--- src/rtl/sha_pkg.sv ---
// Shared types and helpers for the SHA-3 digest collector.
package sha_pkg;

  localparam int unsigned DIGEST_LEN_W = 10;

  typedef enum logic [1:0] {
    SHA3_224 = 2'b00,
    SHA3_256 = 2'b01,
    SHA3_384 = 2'b10,
    SHA3_512 = 2'b11
  } sha_mode_e;

  typedef enum logic [1:0] {
    IDLE    = 2'b00,
    COLLECT = 2'b01,
    DRAIN   = 2'b10,
    HOLD    = 2'b11
  } collector_state_e;

  // Digest length in bits for a SHA-3 variant.
  function automatic logic [DIGEST_LEN_W-1:0] digest_bits(input sha_mode_e mode);
    case (mode)
      SHA3_224: return 10'd224;
      SHA3_256: return 10'd256;
      SHA3_384: return 10'd384;
      SHA3_512: return 10'd512;
      default:  return 10'd512;
    endcase
  endfunction

endpackage

--- src/rtl/sha_digest_collector_if.sv ---
// AXI-Stream beat bus from the SHA-3 output transmitter to the digest collector.
interface sha_digest_collector_if #(
  parameter int unsigned DATA_WIDTH = 16
) ();
  logic [DATA_WIDTH-1:0] TDATA;
  logic                  TVALID;
  logic                  TLAST;
  logic [1:0]            TUSER;
  logic                  TREADY;

  modport master (output TDATA, output TVALID, output TLAST, output TUSER, input  TREADY);
  modport slave  (input  TDATA, input  TVALID, input  TLAST, input  TUSER, output TREADY);
endinterface

--- src/rtl/sha_digest_cmp.sv ---
// Registered digest-vs-expected comparator over the top len_i bits.
module sha_digest_cmp #(
  parameter int unsigned MAX_DIGEST_BITS = 512
) (
  input  logic                       clk,
  input  logic                       rst_n,
  input  logic                       load_i,
  input  logic                       clear_i,
  input  logic [MAX_DIGEST_BITS-1:0] digest_i,
  input  logic [MAX_DIGEST_BITS-1:0] expected_i,
  input  logic [9:0]                 len_i,
  input  logic                       err_i,
  output logic                       match_o
);

  logic [MAX_DIGEST_BITS-1:0] mask_c;
  logic                       match_d, match_q;

  // Only the top len_i bits are meaningful; the rest of the digest is padding.
  assign mask_c = ~({MAX_DIGEST_BITS{1'b1}} >> len_i);

  always_comb begin
    match_d = match_q;
    if (load_i) begin
      match_d = (((digest_i ^ expected_i) & mask_c) == '0) && !err_i;
    end else if (clear_i) begin
      match_d = 1'b0;
    end
  end

  always_ff @(posedge clk or negedge rst_n) begin
    if (!rst_n) begin
      match_q <= 1'b0;
    end else begin
      match_q <= match_d;
    end
  end

  assign match_o = match_q;

endmodule

--- src/rtl/sha_digest_collector.sv ---
// Packs SHA-3 output beats MSB-first into a digest register and holds it until acked.
// Optional SHA_DIGEST_CMP_EN adds expected_i/match_o via sha_digest_cmp.
module sha_digest_collector
  import sha_pkg::*;
#(
  parameter int unsigned DATA_WIDTH      = 16,
  parameter int unsigned MAX_DIGEST_BITS = 512
) (
  input  logic                       ACLK,
  input  logic                       ARESETn,
  sha_digest_collector_if.slave      axis_s,
  output logic [MAX_DIGEST_BITS-1:0] digest_o,
  output logic [DIGEST_LEN_W-1:0]    digest_len_o,
  output logic                       digest_valid_o,
  input  logic                       digest_ack_i,
  output logic                       err_len_o
`ifdef SHA_DIGEST_CMP_EN
  ,
  input  logic [MAX_DIGEST_BITS-1:0] expected_i,
  output logic                       match_o
`endif
);

  localparam int unsigned SLOTS = MAX_DIGEST_BITS / DATA_WIDTH;
  localparam int unsigned CNT_W = $clog2(SLOTS + 1);

  collector_state_e            state_q, state_d;
  sha_mode_e                   mode_q, mode_d;
  logic [CNT_W-1:0]            cnt_q, cnt_d;
  logic [MAX_DIGEST_BITS-1:0]  digest_q, digest_d;
  logic [DIGEST_LEN_W-1:0]     len_q, len_d;
  logic                        err_q, err_d;
  logic                        valid_q, valid_d;
  logic                        tready_q, tready_d;

  logic                        fire_c;
  sha_mode_e                   beat_mode_c;
  logic [CNT_W-1:0]            n_beats_c;
  logic [CNT_W-1:0]            cnt_inc_c;

  assign fire_c      = axis_s.TVALID & tready_q;
  // TUSER only matters on the first beat of a packet.
  assign beat_mode_c = (state_q == IDLE) ? sha_mode_e'(axis_s.TUSER) : mode_q;
  assign n_beats_c   = CNT_W'(digest_bits(beat_mode_c) / DIGEST_LEN_W'(DATA_WIDTH));
  assign cnt_inc_c   = (cnt_q >= n_beats_c) ? cnt_q : cnt_q + CNT_W'(1);

  // Next-state and datapath update.
  always_comb begin
    state_d  = state_q;
    mode_d   = mode_q;
    cnt_d    = cnt_q;
    digest_d = digest_q;
    len_d    = len_q;
    err_d    = err_q;

    case (state_q)
      IDLE: begin
        if (fire_c) begin
          mode_d   = beat_mode_c;
          len_d    = digest_bits(beat_mode_c);
          err_d    = 1'b0;
          digest_d = '0;
          digest_d[MAX_DIGEST_BITS-1 -: DATA_WIDTH] = axis_s.TDATA;
          cnt_d    = CNT_W'(1);
          if (axis_s.TLAST) begin
            state_d = HOLD;
            err_d   = 1'b1;
          end else begin
            state_d = COLLECT;
          end
        end
      end
      COLLECT: begin
        if (fire_c) begin
          for (int unsigned s = 0; s < SLOTS; s++) begin
            if (cnt_q == CNT_W'(s)) begin
              digest_d[MAX_DIGEST_BITS-1-s*DATA_WIDTH -: DATA_WIDTH] = axis_s.TDATA;
            end
          end
          cnt_d = cnt_inc_c;
          if (axis_s.TLAST) begin
            state_d = HOLD;
            err_d   = (cnt_inc_c != n_beats_c);
          end else if (cnt_inc_c == n_beats_c) begin
            state_d = DRAIN;
          end
        end
      end
      DRAIN: begin
        if (fire_c && axis_s.TLAST) begin
          state_d = HOLD;
          err_d   = 1'b1;
        end
      end
      HOLD: begin
        if (digest_ack_i) begin
          state_d = IDLE;
        end
      end
      default: state_d = IDLE;
    endcase

    valid_d  = (state_d == HOLD);
    tready_d = (state_d != HOLD);
  end

  always_ff @(posedge ACLK or negedge ARESETn) begin
    if (!ARESETn) begin
      state_q  <= IDLE;
      mode_q   <= SHA3_224;
      cnt_q    <= '0;
      digest_q <= '0;
      len_q    <= '0;
      err_q    <= 1'b0;
      valid_q  <= 1'b0;
      tready_q <= 1'b0;
    end else begin
      state_q  <= state_d;
      mode_q   <= mode_d;
      cnt_q    <= cnt_d;
      digest_q <= digest_d;
      len_q    <= len_d;
      err_q    <= err_d;
      valid_q  <= valid_d;
      tready_q <= tready_d;
    end
  end

  assign axis_s.TREADY  = tready_q;
  assign digest_o       = digest_q;
  assign digest_len_o   = len_q;
  assign digest_valid_o = valid_q;
  assign err_len_o      = err_q;

`ifdef SHA_DIGEST_CMP_EN
  logic hold_enter_c, hold_leave_c;
  assign hold_enter_c = (state_d == HOLD) && (state_q != HOLD);
  assign hold_leave_c = (state_q == HOLD) && (state_d != HOLD);

  sha_digest_cmp #(
    .MAX_DIGEST_BITS(MAX_DIGEST_BITS)
  ) u_cmp (
    .clk       (ACLK),
    .rst_n     (ARESETn),
    .load_i    (hold_enter_c),
    .clear_i   (hold_leave_c),
    .digest_i  (digest_d),
    .expected_i(expected_i),
    .len_i     (len_d),
    .err_i     (err_d),
    .match_o   (match_o)
  );
`endif

endmodule

--- src/flat_wrapper.sv ---
// flat-port wrapper written by rule: the top's interface ports become plain ports
module sha_digest_collector_flat import sha_pkg::*;
#(
  parameter int unsigned DATA_WIDTH      = 16,
  parameter int unsigned MAX_DIGEST_BITS = 512
)
  (ACLK, ARESETn, digest_o, digest_len_o, digest_valid_o, digest_ack_i, err_len_o, axis_s_TDATA, axis_s_TVALID, axis_s_TLAST, axis_s_TUSER, axis_s_TREADY);
  sha_digest_collector_if #(.DATA_WIDTH(DATA_WIDTH)) axis_s_i ();
  input  logic ACLK;
  input  logic ARESETn;
  output logic [MAX_DIGEST_BITS-1:0] digest_o;
  output logic [DIGEST_LEN_W-1:0] digest_len_o;
  output logic digest_valid_o;
  input  logic digest_ack_i;
  output logic err_len_o;
  input wire logic [$bits(axis_s_i.TDATA)-1:0] axis_s_TDATA;
  input wire logic [$bits(axis_s_i.TVALID)-1:0] axis_s_TVALID;
  input wire logic [$bits(axis_s_i.TLAST)-1:0] axis_s_TLAST;
  input wire logic [$bits(axis_s_i.TUSER)-1:0] axis_s_TUSER;
  output wire logic [$bits(axis_s_i.TREADY)-1:0] axis_s_TREADY;
  assign axis_s_i.TDATA = axis_s_TDATA;
  assign axis_s_i.TVALID = axis_s_TVALID;
  assign axis_s_i.TLAST = axis_s_TLAST;
  assign axis_s_i.TUSER = axis_s_TUSER;
  assign axis_s_TREADY = axis_s_i.TREADY;
  sha_digest_collector #(.DATA_WIDTH(DATA_WIDTH), .MAX_DIGEST_BITS(MAX_DIGEST_BITS)) u_core (.ACLK(ACLK), .ARESETn(ARESETn), .axis_s(axis_s_i), .digest_o(digest_o), .digest_len_o(digest_len_o), .digest_valid_o(digest_valid_o), .digest_ack_i(digest_ack_i), .err_len_o(err_len_o));
endmodule
--- config.mk ---
export PLATFORM = sky130hd
export DESIGN_NAME = sha_digest_collector_flat
export DESIGN_NICKNAME = d
export VERILOG_FILES = /design/src/rtl/sha_pkg.sv /design/src/rtl/sha_digest_collector_if.sv /design/src/rtl/sha_digest_cmp.sv /design/src/rtl/sha_digest_collector.sv /design/src/flat_wrapper.sv
export SDC_FILE = /design/constraint.sdc
export NUM_CORES = 1
export LEC_CHECK = 0
export CAP_MARGIN = 20
export CORE_AREA = 2 2 210 212
export DETAILED_ROUTE_END_ITERATION = 8
export DIE_AREA = 0 0 212 214
export GPL_TIMING_DRIVEN = 0
export PLACE_DENSITY = 0.81
export SLEW_MARGIN = 20
export SYNTH_ARGS = -nofsm -noshare
export SYNTH_HDL_FRONTEND = slang
export SYNTH_HIERARCHICAL = 1
export SYNTH_SLANG_ARGS = --single-unit
--- constraint.sdc ---
create_clock -name ACLK -period 7 [get_ports ACLK]
set_clock_uncertainty 0.05 [all_clocks]
set_input_delay 1.05 -clock ACLK [delete_from_list [all_inputs] [get_ports ACLK]]
set_output_delay 1.05 -clock ACLK [all_outputs]
set_load 0.005 [all_outputs]
==> metrics.csv, run 1 <==
stage,metric,value,unit
detailed_routing,wire per inst,23.4,um
flow_run,max cap viols,0,
cells_and_area,multi-input logic area,5820,um^2
global_routing,largest net degree at the start of global routing,107,
outcome,run status,finished clean,
power,Max rail drop VDD,0.000280,V
timing,Max Freq,0.248,GHz
die,full die area,45400,um^2
cells_and_area,Final Util,0.648,
cts,"Clk pin slew, worst setup/hold paths",60,ps
synthesis,"Primary FF master, synth",dfrtp_1,
die,Die Wd,212,um
power,Pleak,12.1,nW
cts,H-Tree Depth,2,
detailed_routing,Routed WL,73900,um
detailed_routing,Post-DRT Antenna Nets,0,
hold_path,Hold Crit Class,in2async,
global_routing,GRT met1 Usage,0.412,
cts,Max clock buf depth,3,
cts,CTS buffer count,53,
place,GPL Wtd Cong,0.919,
cells_and_area,filler instances,3213,
detailed_routing,DR pass1 iterations,6,
timing,unrepaired setup endpoints after global routing,no,
synthesis,synthesized area per cell,10.3,um^2
critical_path,top fanout value on the critical path,8,
synthesis,Syn Std Cell Area,19700,um^2
global_routing,met2 Resource Use GR,0.510,
die,IO Count,548,
cells_and_area,layout cells sized above 1,0.0503,
timing,final setup vio count,0,
timing,fin crit share,0.575,
critical_path,Crit Path Class,reg2reg,
global_routing,vias in the first global route,17409,
global_routing,GRT Resource Usage Total,0.324,
cts,# hold bufs at CTS,0,
place,DP Area,26100,um^2
global_routing,layer with the highest usage,met2,
cells_and_area,register area,13200,um^2
synthesis,Syn Inst Count,1920,
place,port bufs,542,
timing,final hold vios,0,
place,DP Cell Count,3057,
cts,Clock Sink Count,529,
cts,post-CTS sizing,0,
critical_path,Critical Path Start Type,register,
die,height of the die,214,um
detailed_routing,vias,17469,
critical_path,Worst Setup End Kind,register,
detailed_routing,Initial DRC Count,1821,
global_routing,first-pass GRT wire length,109000,um
global_routing,antenna violations before repair,3,
timing,Tmin final,4030,ps
synthesis,ys async rst share,1.00,
synthesis,number of flops mapped to enable cells by yosys,0,
cells_and_area,Final #Nets,2566,
cts,Post-CTS Setup Inserts,0,
synthesis,Synth cell types,50,
cells_and_area,Final Non-Filler Cells,3152,
synthesis,Ys Warns,6,
critical_path,Worst EP required,7420,ps
detailed_routing,DR vias/cell,5.54,
die,Core ar.,42900,um^2
synthesis,"FF+latch count, synth",529,
cells_and_area,Finished Cell Area,27800,um^2
place,DP Wirelength,52800,um
cts,Root Driver,clkbuf_16,
die,Starting Density,0.460,
power,cell area power density,487,nW/um^2
critical_path,CP Data Arrival Time,4440,ps
synthesis,sequential-to-total area share from yosys stat,0.671,
timing,Rel. slew slack,0.262,
timing,"Slew Viols, Final",0,
timing,slew of the pin with the lowest slew margin,1110,ps
cells_and_area,area grow syn2layout,40.8,%
cts,CTS tree,built,
cts,clk_lat worst skew,590,ps
die,Row Count,76,
global_routing,M3 GR Usage,0.0856,
detailed_routing,drt drc,0,
global_routing,GRT overflow,0,
through the flow:
| stage | setup WS [ps] | setup TNS, ps | total power [mW] | hold WS, ps |
|---|---|---|---|---|
| after floorplan | 3430 | 0 | 6.92 | 423 |
| after detailed placement | 2590 | 0 | 10.6 | 419 |
| after global placement | -17180 | -9062960 | 10.4 | 411 |
| after CTS | 3070 | 0 | 13.5 | 320 |
| final | 2970 | 0 | 13.5 | 324 |
| after global routing | 2870 | 0 | 14.2 | 350 |
power by group:
part / total, mW / switching, mW / internal, mW
clock network: 2.80 / 1.19 / 1.62
logic: 5.82 / 3.18 / 2.64
registers: 4.89 / 0.683 / 4.21
total: 13.5 / 5.05 / 8.46
final timing paths:
path                                               endpoint                             from  slack, ps  depth (start not counted)
max                         u_core/digest_valid_o$_DFF_PN0_      u_core/state_q[0]$_DFF_PN0_       2970                         12
min                        u_core/digest_o[348]$_DFFE_PN0P_                          ARESETn        320                          1
max reg2reg                 u_core/digest_valid_o$_DFF_PN0_      u_core/state_q[0]$_DFF_PN0_       2970                         12
min reg2reg                 u_core/digest_o[11]$_DFFE_PN0P_  u_core/digest_o[11]$_DFFE_PN0P_        430                          2
max in group asynchronous  u_core/digest_o[217]$_DFFE_PN0P_                          ARESETn       5050                          4
min in group ACLK           u_core/digest_o[11]$_DFFE_PN0P_  u_core/digest_o[11]$_DFFE_PN0P_        430                          2
cell usage in the layout, fill, tap and decap left out, drive strengths merged, types with 4 or more instances in the layout:
cell and n:
conb 5, a21oi 8, o21ai 538, nand2b 5, clkinv 11, clkdlybuf4s50 541, clkbuf 224, nor2 10
a31oi 4, mux2 19, ha 16, buf 21, inv 13, nand2 567, dfrtp 529, xnor2 6
cells in the mapped netlist, types with 2 or more instances:
master	count	area, um^2
o21ai_0	538	2690
inv_1	10	37.5
xnor2_1	5	43.8
nand2b_1	5	31.3
o31ai_1	2	15.0
dfrtp_1	529	13200
ha_1	16	200
clkbuf_1	148	556
a21o_1	2	15.0
nor4b_1	2	17.5
nand2_1	567	2130
nor2_1	10	37.5
buf_2	3	15.0
nand3_1	3	15.0
a21oi_1	8	40.0
buf_4	7	52.6
a41oi_1	2	17.5
mux2_2	19	214
and2_1	2	12.5
nor2b_1	2	12.5
a31oi_1	4	25.0
mux2i_1	3	30.0
nor3_1	2	10.0
buf_1	3	11.3
xor2_1	3	26.3
flip-flops by register name, summed over array words and instances, names as in the netlist:
name	count
u_core/axis_s.TREADY	1
u_core/cnt_q	6
u_core/digest_len_o	4
u_core/digest_o	512
u_core/digest_valid_o	1
u_core/err_len_o	1
u_core/mode_q	2
u_core/state_q	2
critical path: stages (launching register included):
cell and delay (ps):
dfrtp_1 470, inv_1 170, ha_1 310, mux2i_1 410, ha_1 400, inv_1 120
ha_1 300, nand4_1 110, a21oi_1 430, nor3_2 150, mux2i_1 220, or3_4 380
a311o_1 370
kinds of logic after synthesis:
logic type / synth area share
other cells: 0.000190
xor+xnor: 0.00438
buf+inv: 0.0349
simple gates: 0.119
mux: 0.0124
fa+ha+maj: 0.0101
compound gates: 0.148
flops: 0.671
area by class of cell:
type / instances / share of cell area
flip-flops and latches: 529 / 0.477
multi-input cells: 1222 / 0.209
repair buffers: 548 / 0.201
clock buffers: 75 / 0.0547
well taps: 585 / 0.0264
plain buffers: 163 / 0.0234
clock inverters: 18 / 0.00658
inverters: 10 / 0.00135
diodes: 2 / 0.000180
routing by layer:
layer,share of wire,vias to the layer above,wire length (um)
met5,0,-,0
met4,0.055,0,4030
met3,0.10,222,7570
met2,0.46,1029,34300
met1,0.38,8651,28000
li1,-,7567,-
No activity file was read; power rests on OpenSTA's default activity.
==> run 2: changes to the inputs <==
- CORE_AREA: 2 2 210 212 -> 2 2 212 214
- DIE_AREA: 0 0 212 214 -> 0 0 214 216
- PLACE_DENSITY: 0.81 -> 0.8
- clock period: 7 -> 4.16 ns (I/O delays scaled with it)
==> run 2 against run 1 <==
Effect of this change: first-iteration DRC count decreased by 7.0%; non-clock buffer count unchanged; die area up 1.9%; via count increased by 0.77%; critical path depth unchanged; flip-flop and latch count stayed put; setup slack got worse by 2700 ps; utilization decreased by 1.1 points; highest routed layer is now met5.
==> metrics.csv, run 2 (synthesis gave the netlist of run 1 again) <==
stage,metric,value,unit,change
detailed_routing,drt drc,0,,unchanged
hold_path,"Endpoint, Worst Hold",u_core/digest_o[470]$_DFFE_PN0P_,,
die,height of the die,216,um,+0.93%
cells_and_area,register area,13200,um^2,unchanged
critical_path,Worst Setup End Kind,register,,
timing,Tmin final,3920,ps,-110 ps
global_routing,GRT Resource Usage Total,0.319,,-0.00428
cts,CTS tree,built,,
critical_path,reg2reg end,u_core/digest_valid_o$_DFF_PN0_,,
cells_and_area,most frequent cells in the layout,"567 x nand2_1, 541 x clkdlybuf4s50_1, 538 x o21ai_0, 529 x dfrtp_1, 160 x clkbuf_1",,
critical_path,CP max stage delay,470,ps,about the same
critical_path,CP Data Arrival Time,4330,ps,-110 ps
cells_and_area,multi-input logic area,5820,um^2,about the same
die,full die area,46200,um^2,+1.9%
timing,"Slew Viols, Final",0,,unchanged
cts,H-Tree Depth,2,,unchanged
cells_and_area,"commonest non-fill, non-tap cell in the layout",nand2_1,,
cells_and_area,Final #Nets,2567,,+0.039%
timing,final setup vio count,0,,unchanged
die,Row Count,77,,+1.3%
cells_and_area,max reg flops,512,,unchanged
cts,Max clock buf depth,3,,unchanged
cells_and_area,filler instances,3388,,+5.4%
critical_path,worst reg-to-reg path cell count,12,,unchanged
flow_run,max cap viols,0,,unchanged
detailed_routing,wire per inst,23.7,um,+1.1%
global_routing,antenna violations before repair,1,,-2
hold_path,Hold Crit Class,reg2reg,,
place,GPL Wtd Cong,0.893,,-2.9%
detailed_routing,vias,17604,,+0.77%
hold_path,hold depth,2,,
detailed_routing,Routed WL,75000,um,+1.5%
cells_and_area,Finished Cell Area,27900,um^2,+0.43%
timing,unrepaired setup endpoints after global routing,no,,
detailed_routing,DR vias/cell,5.56,,+0.36%
critical_path,Critical Path Start Type,register,,
hold_path,hold path startpoint,u_core/digest_o[470]$_DFFE_PN0P_,,
cells_and_area,Final Util,0.636,,-0.0113
place,DP Cell Count,3063,,+0.20%
timing,Rel. slew slack,0.240,,-0.0222
critical_path,critical path's top delay family,adder cells,,
outcome,run status,finished clean,,
critical_path,Worst EP required,4580,ps,-2840 ps
critical_path,FF-to-FF setup slack,240,ps,-2730 ps
critical_path,critical path's slowest cell,dfrtp_1,,
global_routing,largest net degree at the start of global routing,105,,-1.9%
detailed_routing,Initial DRC Count,1693,,-7.0%
timing,Max Freq,0.255,GHz,+2.8%
cells_and_area,layout cells sized above 1,0.0514,,+0.00109
die,Die Wd,214,um,+0.94%
die,IO Count,548,,unchanged
critical_path,worst path bufs/invs,3,,+1
power,Max rail drop VDD,0.000493,V,+76%
timing,slew of the pin with the lowest slew margin,1140,ps,+33.3 ps
power,Pleak,12.2,nW,+0.38%
die,Core ar.,43800,um^2,+2.2%
detailed_routing,DR pass1 iterations,5,,-1
cts,Root Driver,clkbuf_16,,
timing,final hold vios,0,,unchanged
global_routing,GRT overflow,0,,unchanged
cells_and_area,Final Non-Filler Cells,3165,,+0.41%
power,cell area power density,825,nW/um^2,+70%
place,DP Area,26100,um^2,about the same
critical_path,reg-to-reg startpoint,u_core/state_q[0]$_DFF_PN0_,,
detailed_routing,Post-DRT Antenna Nets,0,,unchanged
place,DP Wirelength,53100,um,+0.46%
critical_path,WP depth,12,,unchanged
cells_and_area,area grow syn2layout,41.4,%,
global_routing,vias in the first global route,17660,,+1.4%
cts,CTS buffer count,54,,+1.9%
cts,"Clk pin slew, worst setup/hold paths",60,ps,about the same
critical_path,Crit Path Class,reg2reg,,
cts,Clock Sink Count,529,,unchanged
timing,setup_tns,0,ps,unchanged
cts,clk_lat worst skew,590,ps,about the same
die,Starting Density,0.450,,-0.00997
place,port bufs,542,,unchanged
critical_path,cells along the critical path,inv_1 -> ha_1 -> mux2i_1 -> inv_1 -> ha_1 -> inv_1 -> ha_1 -> a21o_2 -> nor3_2 -> mux2i_1 -> or3_4 -> a311o_1,,
global_routing,first-pass GRT wire length,110000,um,+1.1%
critical_path,top fanout value on the critical path,8,,unchanged
timing,fin crit share,0.941,,+0.366
## run 2: timing repair
item                                    4_1_cts  5_1_grt
endpoints found under the setup margin        0        2
hold buffers                                  1        0
setup buffers                                 0        0
gates resized for setup                       0        1
hold endpoints to repair                     71        0
## run 2: worst max-delay path by stage
stage,to,slack (ps),start
2_1_floorplan,u_core/digest_valid_o$_DFF_PN0_,750,u_core/state_q[0]$_DFF_PN0_
3_5_place_dp,u_core/digest_valid_o$_DFF_PN0_,130,axis_s_TUSER[0]
3_3_place_gp,u_core/digest_o[237]$_DFFE_PN0P_,-19670,ARESETn
6_report,u_core/digest_valid_o$_DFF_PN0_,240,u_core/state_q[0]$_DFF_PN0_
4_1_cts,u_core/digest_valid_o$_DFF_PN0_,180,u_core/state_q[0]$_DFF_PN0_
5_1_grt,u_core/digest_valid_o$_DFF_PN0_,90,u_core/state_q[0]$_DFF_PN0_
## run 2: where the power goes
part           total (mW)  internal, mW  switching [mW]
clock                4.95          2.92            2.03
combinational        9.81          4.44            5.37
sequential           8.25          7.08            1.17
total                23.0          14.4            8.57
## run 2: routing by layer
metal / wire [um] / GRT usage
met2: 35200 / 0.515
met1: 28400 / 0.400
met3: 7440 / 0.0794
met5: 13 / 0
met4: 3850 / 0.170
## run 2: layout make-up
| class | count | area share |
|---|---|---|
| buffer | 163 | 0.0233 |
| timing repair buffer | 548 | 0.200 |
| sequential | 529 | 0.475 |
| clock buffer | 82 | 0.0579 |
| multi-input combinational | 1222 | 0.209 |
| tap | 592 | 0.0266 |
| inverter | 10 | 0.00135 |
| clock inverter | 15 | 0.00736 |
| antenna | 4 | 0.000359 |
## run 2: per-stage QoR
step / total power, mW / setup WS (ps) / hold WS [ps]
finish: 23.0 / 245 / 429
global route: 24.2 / 86.6 / 455
CTS: 23.0 / 180 / 432
detailed placement: 17.9 / 126 / 419
global placement: 17.6 / -19670 / 410
floorplan: 11.6 / 747 / 278
## run 2: worst register-to-register path: cells and delay by family (launching register included)
kind / cells / cell delay (ps)
fa+ha+maj: 3 / 860
simple gates: 2 / 740
compound gates: 2 / 630
mux: 2 / 620
flops: 1 / 470
buf+inv: 3 / 420
==> run 3: changes to the inputs <==
- CORE_AREA: 2 2 212 214 -> unset
- CORE_MARGIN: unset -> 2
- CORE_UTILIZATION: unset -> 43
- CTS_CLUSTER_DIAMETER: unset -> 30
- DIE_AREA: 0 0 214 216 -> unset
- clock period: 4.16 -> 3.6 ns (I/O delays scaled with it)
==> run 3 against run 2 <==
Effect of this change: critical path depth increased by 1; combinational power increased by 18%; cell count increased by 3.0%; sequential share of layout area decreased by 2.9 points; critical path type unchanged.
==> metrics.csv, run 3 (synthesis gave the netlist of run 1 again) <==
stage,metric,value,unit,change
outcome,run status,finished clean,,
cells_and_area,Finished Cell Area,29700,um^2,+6.4%
cells_and_area,max reg flops,512,,unchanged
global_routing,first-pass GRT wire length,115000,um,+4.3%
cells_and_area,area grow syn2layout,50.5,%,
power,cell area power density,1040,nW/um^2,+26%
hold_path,Hold Crit Class,reg2reg,,
cells_and_area,multi-input logic area,5890,um^2,+1.2%
cts,CTS buffer count,101,,+87%
cts,Max clock buf depth,3,,unchanged
timing,setup_tns,0,ps,unchanged
critical_path,Crit Path Class,reg2reg,,
detailed_routing,DR pass1 iterations,5,,unchanged
cells_and_area,Final Non-Filler Cells,3259,,+3.0%
cells_and_area,Final #Nets,2615,,+1.9%
global_routing,GRT overflow,0,,unchanged
die,full die area,47600,um^2,+3.0%
timing,Rel. slew slack,0.219,,-0.0210
timing,Tmin final,3530,ps,-388 ps
die,height of the die,218,um,+1.0%
cts,Clock Sink Count,529,,unchanged
timing,worst hold margin,425,ps,-3.90 ps
power,Pleak,13.0,nW,+6.8%
critical_path,Worst Setup End Kind,register,,
timing,final hold vios,0,,unchanged
timing,final worst slack,72.5,ps,-172 ps
detailed_routing,DR WL met2,37400,um,+6.2%
detailed_routing,wire per inst,24.1,um,+1.8%
die,Core ar.,45300,um^2,+3.3%
flow_run,max cap viols,0,,unchanged
timing,unrepaired setup endpoints after global routing,no,,
power,Max rail drop VDD,0.000634,V,+29%
timing,"Slew Viols, Final",0,,unchanged
timing,slew of the pin with the lowest slew margin,1170,ps,+31.5 ps
timing,Max Freq,0.283,GHz,+11%
global_routing,antenna violations before repair,3,,+2
timing,final setup vio count,0,,unchanged
die,IO Count,548,,unchanged
detailed_routing,Post-DRT Antenna Nets,0,,unchanged
detailed_routing,routed metal-1 wire length,28900,um,+1.8%
global_routing,largest net degree at the start of global routing,105,,unchanged
power,overall power,30.8,mW,+34%
detailed_routing,DR vias/cell,5.56,,about the same
detailed_routing,drt drc,0,,unchanged
detailed_routing,vias,18126,,+3.0%
cells_and_area,most frequent cells in the layout,"567 x nand2_1, 541 x clkdlybuf4s50_1, 538 x o21ai_0, 528 x dfrtp_1, 157 x clkbuf_1",,
cts,H-Tree Depth,3,,+1
place,DP Area,26100,um^2,about the same
place,port bufs,542,,unchanged
detailed_routing,Initial DRC Count,2256,,+33%
place,pre-CTS WS,-362,ps,-489 ps
cts,"Clk pin slew, worst setup/hold paths",50,ps,about the same
critical_path,Worst EP required,4050,ps,-530 ps
cells_and_area,layout cells sized above 1,0.0880,,+0.0366
cts,CTS tree,built,,
die,Row Count,78,,+1.3%
critical_path,top fanout value on the critical path,8,,unchanged
cts,Root Driver,clkbuf_16,,
die,Die Wd,218,um,+2.0%
cells_and_area,Final Util,0.656,,+0.0191
critical_path,Critical Path Start Type,register,,
critical_path,CP Data Arrival Time,3970,ps,-360 ps
detailed_routing,Met3 Wirelength,7790,um,+4.7%
detailed_routing,Top Layer Used,met4,,
cells_and_area,filler instances,3304,,-2.5%
cts,clk_lat worst skew,620,ps,+30 ps
timing,fin crit share,0.980,,+0.0386
place,GPL Wtd Cong,0.923,,+3.4%
cells_and_area,"commonest non-fill, non-tap cell in the layout",nand2_1,,
global_routing,vias in the first global route,18522,,+4.9%
cells_and_area,register area,13200,um^2,about the same
cells_and_area,Antenna diodes,0,,-4
die,Starting Density,0.436,,-0.0144
place,DP Wirelength,53000,um,-0.18%
global_routing,GRT Resource Usage Total,0.327,,+0.00765
place,DP Cell Count,3071,,+0.26%
detailed_routing,Routed WL,78600,um,+4.8%
[run 3: per-layer routing]
metal | global-route usage | vias to the layer above
met4 | 0.183 | 0
met5 | 0 | -
met3 | 0.0878 | 264
met1 | 0.400 | 9070
met2 | 0.527 | 1103
li1 | - | 7689
[run 3: what timing repair did]
action                                  CTS  global route
hold buffers                              1             0
cloned                                    0             0
buffers inserted                          0             1
endpoints found under the setup margin    5             4
gates resized for setup                   9             6
endpoints found under the hold margin    73             0
pin swaps                                 0             2
[run 3: critical path: stages (launching register included)]
cell     delay (ps)
dfrtp_2         460
inv_2           130
ha_4            190
mux2i_4         310
inv_1           100
ha_1            240
inv_1           100
ha_1            270
nand4_1         160
a21oi_4          80
nor4b_4         360
xnor2_2         160
or3_4           420
a311o_1         370
[run 3: layout make-up]
class | count | share of cell area
Clock buffer | 129 | 0.0958
Sequential cell | 529 | 0.446
Clock inverter | 57 | 0.0232
Buffer | 163 | 0.0219
Inverter | 10 | 0.00126
Multi-Input combinational cell | 1222 | 0.198
Tap cell | 600 | 0.0253
Timing Repair Buffer | 549 | 0.188
[run 3: power by group]
part / switching (mW) / total, mW / internal [mW]
clock: 3.14 / 9.64 / 6.49
sequential: 1.39 / 9.60 / 8.20
combinational: 6.36 / 11.6 / 5.20
[run 3: final timing paths]
| kind | startpoint | end | slack (ps) | cells after the start |
|---|---|---|---|---|
| max | u_core/state_q[0]$_DFF_PN0_ | u_core/digest_valid_o$_DFF_PN0_ | 70 | 13 |
| min | u_core/digest_o[472]$_DFFE_PN0P_ | u_core/digest_o[472]$_DFFE_PN0P_ | 420 | 2 |
| max reg2reg | u_core/state_q[0]$_DFF_PN0_ | u_core/digest_valid_o$_DFF_PN0_ | 70 | 13 |
| min reg2reg | u_core/digest_o[472]$_DFFE_PN0P_ | u_core/digest_o[472]$_DFFE_PN0P_ | 420 | 2 |
| max in group asynchronous | ARESETn | u_core/digest_o[189]$_DFFE_PN0P_ | 1370 | 5 |
| min in group asynchronous | ARESETn | u_core/digest_o[311]$_DFFE_PN0P_ | 460 | 2 |
